<file path="config.mk">
export PLATFORM = sky130hd
export DESIGN_NAME = lmsm_seq
export DESIGN_NICKNAME = d
export VERILOG_FILES = /design/src/rtl/lmsm_seq.sv
export SDC_FILE = /design/constraint.sdc
export NUM_CORES = 1
export LEC_CHECK = 0
export CAP_MARGIN = 10
export CELL_PAD_IN_SITES_DETAIL_PLACEMENT = 1
export CELL_PAD_IN_SITES_GLOBAL_PLACEMENT = 2
export CORE_MARGIN = 3
export CORE_UTILIZATION = 23
export CTS_BUF_LIST = sky130_fd_sc_hd__clkbuf_8
export DETAILED_ROUTE_END_ITERATION = 6
export GPL_TIMING_DRIVEN = 0
export PLACE_DENSITY_LB_ADDON = 0.1
export RECOVER_POWER = 50
export SLEW_MARGIN = 10
export SYNTH_ARGS = -nofsm -noshare
export SYNTH_HDL_FRONTEND = slang
export SYNTH_SLANG_ARGS = --single-unit
</file>
<file path="constraint.sdc">
create_clock -name clk -period 3.48 [get_ports clk]
set_input_delay 0.87 -clock clk [delete_from_list [all_inputs] [get_ports clk]]
set_output_delay 0.87 -clock clk [all_outputs]
set_load 0.005 [all_outputs]
</file>
<file path="src/rtl/lmsm_seq.sv">
// Load/store-multiple sequencer: walks a register mask in ascending order, one transfer per cycle.
// Optional macro LMSM_PC_SKIP_EN excludes R7 (PC) from every sequence.
module lmsm_seq #(
  parameter logic [15:0] ADDR_STEP = 16'd1
) (
  input  logic        clk,
  input  logic        rst,
  input  logic        start,
  input  logic        is_lm,
  input  logic [7:0]  reg_mask,
  input  logic [15:0] base_addr,
  output logic [15:0] mem_addr,
  output logic        mem_rd_en,
  output logic        mem_wr_en,
  input  logic [15:0] mem_rd_data,
  output logic [15:0] mem_wr_data,
  output logic [2:0]  rf_rd_addr,
  input  logic [15:0] rf_rd_data,
  output logic [2:0]  rf_wr_addr,
  output logic [15:0] rf_wr_data,
  output logic        rf_wr_en,
  output logic        busy,
  output logic        done
);

  typedef enum logic [1:0] {
    IDLE = 2'b00,
    XFER = 2'b01,
    DONE = 2'b10
  } state_t;

  state_t      state_r, state_nx_s;
  logic        is_lm_r, is_lm_nx_s;
  logic [15:0] addr_r, addr_nx_s;
  logic [7:0]  mask_r, mask_nx_s;
  logic [2:0]  idx_r, idx_nx_s;
  logic [7:0]  eff_mask_s;
  logic [7:0]  mask_left_s;
  logic        mem_rd_en_r, mem_wr_en_r, rf_wr_en_r, busy_r, done_r;

  function automatic logic [2:0] lowest_idx(input logic [7:0] m);
    logic [2:0] r;
    casez (m)
      8'b???????1: r = 3'd0;
      8'b??????10: r = 3'd1;
      8'b?????100: r = 3'd2;
      8'b????1000: r = 3'd3;
      8'b???10000: r = 3'd4;
      8'b??100000: r = 3'd5;
      8'b?1000000: r = 3'd6;
      8'b10000000: r = 3'd7;
      default:     r = 3'd0;
    endcase
    return r;
  endfunction

`ifdef LMSM_PC_SKIP_EN
  assign eff_mask_s = {1'b0, reg_mask[6:0]};
`else
  assign eff_mask_s = reg_mask;
`endif

  assign mask_left_s = mask_r & ~(8'b0000_0001 << idx_r);

  // Next-state and datapath-next logic; address and index only advance while more registers remain,
  // so they hold the last transferred slot once the sequence ends.
  always_comb begin
    state_nx_s = state_r;
    is_lm_nx_s = is_lm_r;
    addr_nx_s  = addr_r;
    mask_nx_s  = mask_r;
    idx_nx_s   = idx_r;
    case (state_r)
      IDLE: begin
        if (start) begin
          is_lm_nx_s = is_lm;
          mask_nx_s  = eff_mask_s;
          if (eff_mask_s != 8'd0) begin
            addr_nx_s  = base_addr;
            idx_nx_s   = lowest_idx(eff_mask_s);
            state_nx_s = XFER;
          end else begin
            state_nx_s = DONE;
          end
        end else begin
          state_nx_s = IDLE;
        end
      end
      XFER: begin
        mask_nx_s = mask_left_s;
        if (mask_left_s != 8'd0) begin
          addr_nx_s  = addr_r + ADDR_STEP;
          idx_nx_s   = lowest_idx(mask_left_s);
          state_nx_s = XFER;
        end else begin
          state_nx_s = DONE;
        end
      end
      DONE:    state_nx_s = IDLE;
      default: state_nx_s = IDLE;
    endcase
  end

  // FSM state register.
  always_ff @(posedge clk) begin
    if (rst) begin
      state_r <= IDLE;
    end else begin
      state_r <= state_nx_s;
    end
  end

  // Datapath registers and registered strobes decoded from the upcoming state.
  always_ff @(posedge clk) begin
    if (rst) begin
      is_lm_r     <= 1'b0;
      addr_r      <= 16'h0000;
      mask_r      <= 8'h00;
      idx_r       <= 3'd0;
      mem_rd_en_r <= 1'b0;
      mem_wr_en_r <= 1'b0;
      rf_wr_en_r  <= 1'b0;
      busy_r      <= 1'b0;
      done_r      <= 1'b0;
    end else begin
      is_lm_r     <= is_lm_nx_s;
      addr_r      <= addr_nx_s;
      mask_r      <= mask_nx_s;
      idx_r       <= idx_nx_s;
      mem_rd_en_r <= (state_nx_s == XFER) && is_lm_nx_s;
      rf_wr_en_r  <= (state_nx_s == XFER) && is_lm_nx_s;
      mem_wr_en_r <= (state_nx_s == XFER) && !is_lm_nx_s;
      busy_r      <= (state_nx_s == XFER);
      done_r      <= (state_nx_s == DONE);
    end
  end

  assign mem_addr    = addr_r;
  assign rf_rd_addr  = idx_r;
  assign rf_wr_addr  = idx_r;
  assign mem_rd_en   = mem_rd_en_r;
  assign mem_wr_en   = mem_wr_en_r;
  assign rf_wr_en    = rf_wr_en_r;
  assign busy        = busy_r;
  assign done        = done_r;
  assign mem_wr_data = rf_rd_data;
  assign rf_wr_data  = mem_rd_data;

endmodule

</file>
==> flow_metrics.py, run 1 <==
metrics = {
    "sta": {
        "rsz0062_at_grt": "no",
        "tightest_slew_ns": 0.745,
        "worst_hold_slack_ns": 0.515,
        "clock.fmax_mhz": 319,
        "finalSetupViolations": 0,
        "final_max_slew_viol_count": 0,
        "setup-tns-final_ns": 0,
        "clock_skew_ns": 0.0125,
        "worst_slack_ns": 0.346,
        "timing.final.crit_share_pct": 90.1,
        "final_hold_viol_count": 0,
        "period_needed_ns": 3.13,
        "slew_headroom_pct": 50.1,
    },
    "synthesis": {
        "synth_ff_type": "dfxtp_1",
        "synthesis.area_um2": 2280,
        "ys_warn_count": 0,
        "yosysTopAreaCell": "dfxtp_1",
        "synthTopCellsByArea": "dfxtp_1 30%, buf_4 13%, nor2_1 4.9%",
        "synthCells": 297,
        "synth_edf_count": 0,
        "yosysSeqAreaShare_pct": 29.8,
        "synth.ff_latch_count": 34,
        "syn_nets": 358,
        "async_reset_ff_share_pct": 0,
        "synth.top_cell.area_share_pct": 29.8,
        "synth.distinct_cells": 55,
        "synth_area_per_cell_um2": 7.68,
    },
    "final_layout": {
        "layout.nets": 451,
        "layout_commonest_cell": "clkdlybuf4s50_1",
        "final_util_pct": 36.1,
        "layout-drive-gt1-share_pct": 14.6,
        "syn2layout_area_growth_pct": 49.7,
        "postLayoutCellArea_um2": 3420,
        "fin_cells": 519,
        "final_cell_mix": "46 x clkdlybuf4s50_1, 40 x dlygate4sd3_1, 36 x buf_4, 34 x dfxtp_1, 30 x nor2_1",
        "n_fill_cell": 1178,
        "diodes": 0,
    },
    "power_and_ir_drop": {
        "p_leak_nw": 1.33,
        "p_per_area_nw_per_um2": 642,
        "power_mw": 2.19,
        "vdd_drop_max_uv": 181,
    },
    "placed_design": {
        "place_area_um2": 3300,
        "dp.cells": 512,
        "dpl.hpwl_um": 6710,
        "gp_congestion": 0.814,
        "post-place-ws_ns": 0.0868,
        "io_buffers": 86,
    },
    "global_route": {
        "grt_pass1_wl_um": 14000,
        "grt_max_degree": 11,
        "grt_pass1_vias": 2617,
        "antenna_found_initial": 0,
        "globalRouteOverflowTotal": 0,
        "grt_use_total_pct": 15.5,
    },
    "cts": {
        "clkLatencyLatePin_ns": 0.29,
        "ctsHtreeMaxLevel": 2,
        "numCtsBuffers": 5,
        "cts_setup_buffers": 0,
        "cts_buffer_depth": 2,
        "cts_tree": "yes",
        "cts-hold-fix-buffers": 0,
        "numClockSinks": 34,
        "clk_pin_slew_ns": 0.08,
        "cts-root-buf": "clkbuf_8",
        "cts_resized": 0,
    },
    "drt": {
        "drc": 0,
        "drt-initial-drc-count": 73,
        "ant_nets": 0,
        "drt-total-wl_um": 8680,
        "dr.pass1.iters": 4,
        "avgRoutedWirePerCell_um": 16.7,
        "via_count": 2564,
        "vias_per_cell": 4.94,
    },
    "floorplanning": {
        "fp-row-count": 35,
        "die_w_um": 106,
        "initial_core_util_pct": 24.1,
        "dieHeight_um": 106,
        "core_um2": 9460,
        "ios": 119,
        "die_area_um2": 11200,
    },
    "critical_path": {
        "crit_path_end_kind": "flip-flop",
        "crit_family": "buffers and inverters",
        "worst-path-buf-inv": 2,
        "arrival_ns": 3.35,
        "critical-path-max-stage-delay_ns": 0.62,
        "worstPathRequired_ns": 3.70,
        "path_cells": "clkdlybuf4s50_1 > or4_1 > o21ai_1 > clkbuf_1 > nor2_1 > o21a_1 > nor3_1",
        "worst_path_max_delay_cell": "or4_1",
        "crit_type": "in2reg",
        "rrSetupSlack_ns": 0.87,
        "start_kind": "primary input",
        "path_max_fanout": 10,
    },
    "worst_hold_path": {
        "hp-class": "reg2reg",
    },
    "run": {
        "maxCapViolations": 0,
    },
    "status": {
        "status": "finished, final reports clean",
    },
}
## area by class of cell
class	instances	area [µm²]	area share, %
Multi-Input combinational cell	206	1240	36.2
Inverter	6	22.5	0.659
Timing Repair Buffer	86	861	25.2
Tap cell	129	161	4.72
Sequential cell	34	681	19.9
Clock buffer	6	82.6	2.42
Clock inverter	1	30.0	0.879
Buffer	51	342	10.0
## report_power, final
group | leakage [nW] | internal (mW) | switching, mW
logic | 0.994 | 0.538 | 0.619
clock network | 0.0573 | 0.229 | 0.153
registers | 0.281 | 0.509 | 0.147
total | 1.33 | 1.28 | 0.919
## path summary, 6_finish.rpt
check             cells after the start                    endpoint                       start
setup / recovery                      7   mem_addr[11]$_SDFFE_PP0P_                 reg_mask[0]
hold / removal                        2   mem_addr[15]$_SDFFE_PP0P_   mem_addr[15]$_SDFFE_PP0P_
setup reg to reg                      7  rf_rd_addr[0]$_SDFFE_PP0P_  rf_rd_addr[1]$_SDFFE_PP0P_
hold reg to reg                       2   mem_addr[15]$_SDFFE_PP0P_   mem_addr[15]$_SDFFE_PP0P_
## state kept, by name, indices dropped and copies added (netlist names)
register / cells
mem_wr_en: 1
done: 1
state_r: 2
is_lm_r: 1
mask_r: 8
mem_addr: 16
busy: 1
rf_rd_addr: 3
rf_wr_en: 1
## metal layers
layer	global-route usage (%)	vias up	share of wire, %
met4	4.53	0	1.7
met3	3.43	14	6.1
met1	21.2	1216	47
met2	24.4	109	45
li1	-	1225	-
met5	0	-	0
## logic make-up after synthesis
kind of cell | synth area share [%]
simple gates | 25.0
mux | 2.25
fa+ha+maj | 0.548
flops | 29.8
buf+inv | 16.0
compound gates | 26.4
## cells in the mapped netlist (8+ instances only)
| library cell | n |
|---|---|
| buf_4 | 38 |
| dfxtp_1 | 34 |
| nor2_1 | 30 |
| nand2_1 | 25 |
| a21oi_1 | 20 |
| o21ai_0 | 20 |
| clkbuf_1 | 11 |
| nor3_1 | 10 |
| nand3_1 | 8 |
## worst min-delay path: stages (launching register included)
cell and delay (ns):
dfxtp_1 0.34, nand2_1 0.06, a31oi_1 0.06
Note: power is estimated with default switching activity, not from simulation.
==> run 2, diff against run 1 <==
- ABC_CLOCK_PERIOD_IN_PS: not set -> 3480
==> results of run 2 <==
Final layout, timing and power as in run 1 (identical DEF).
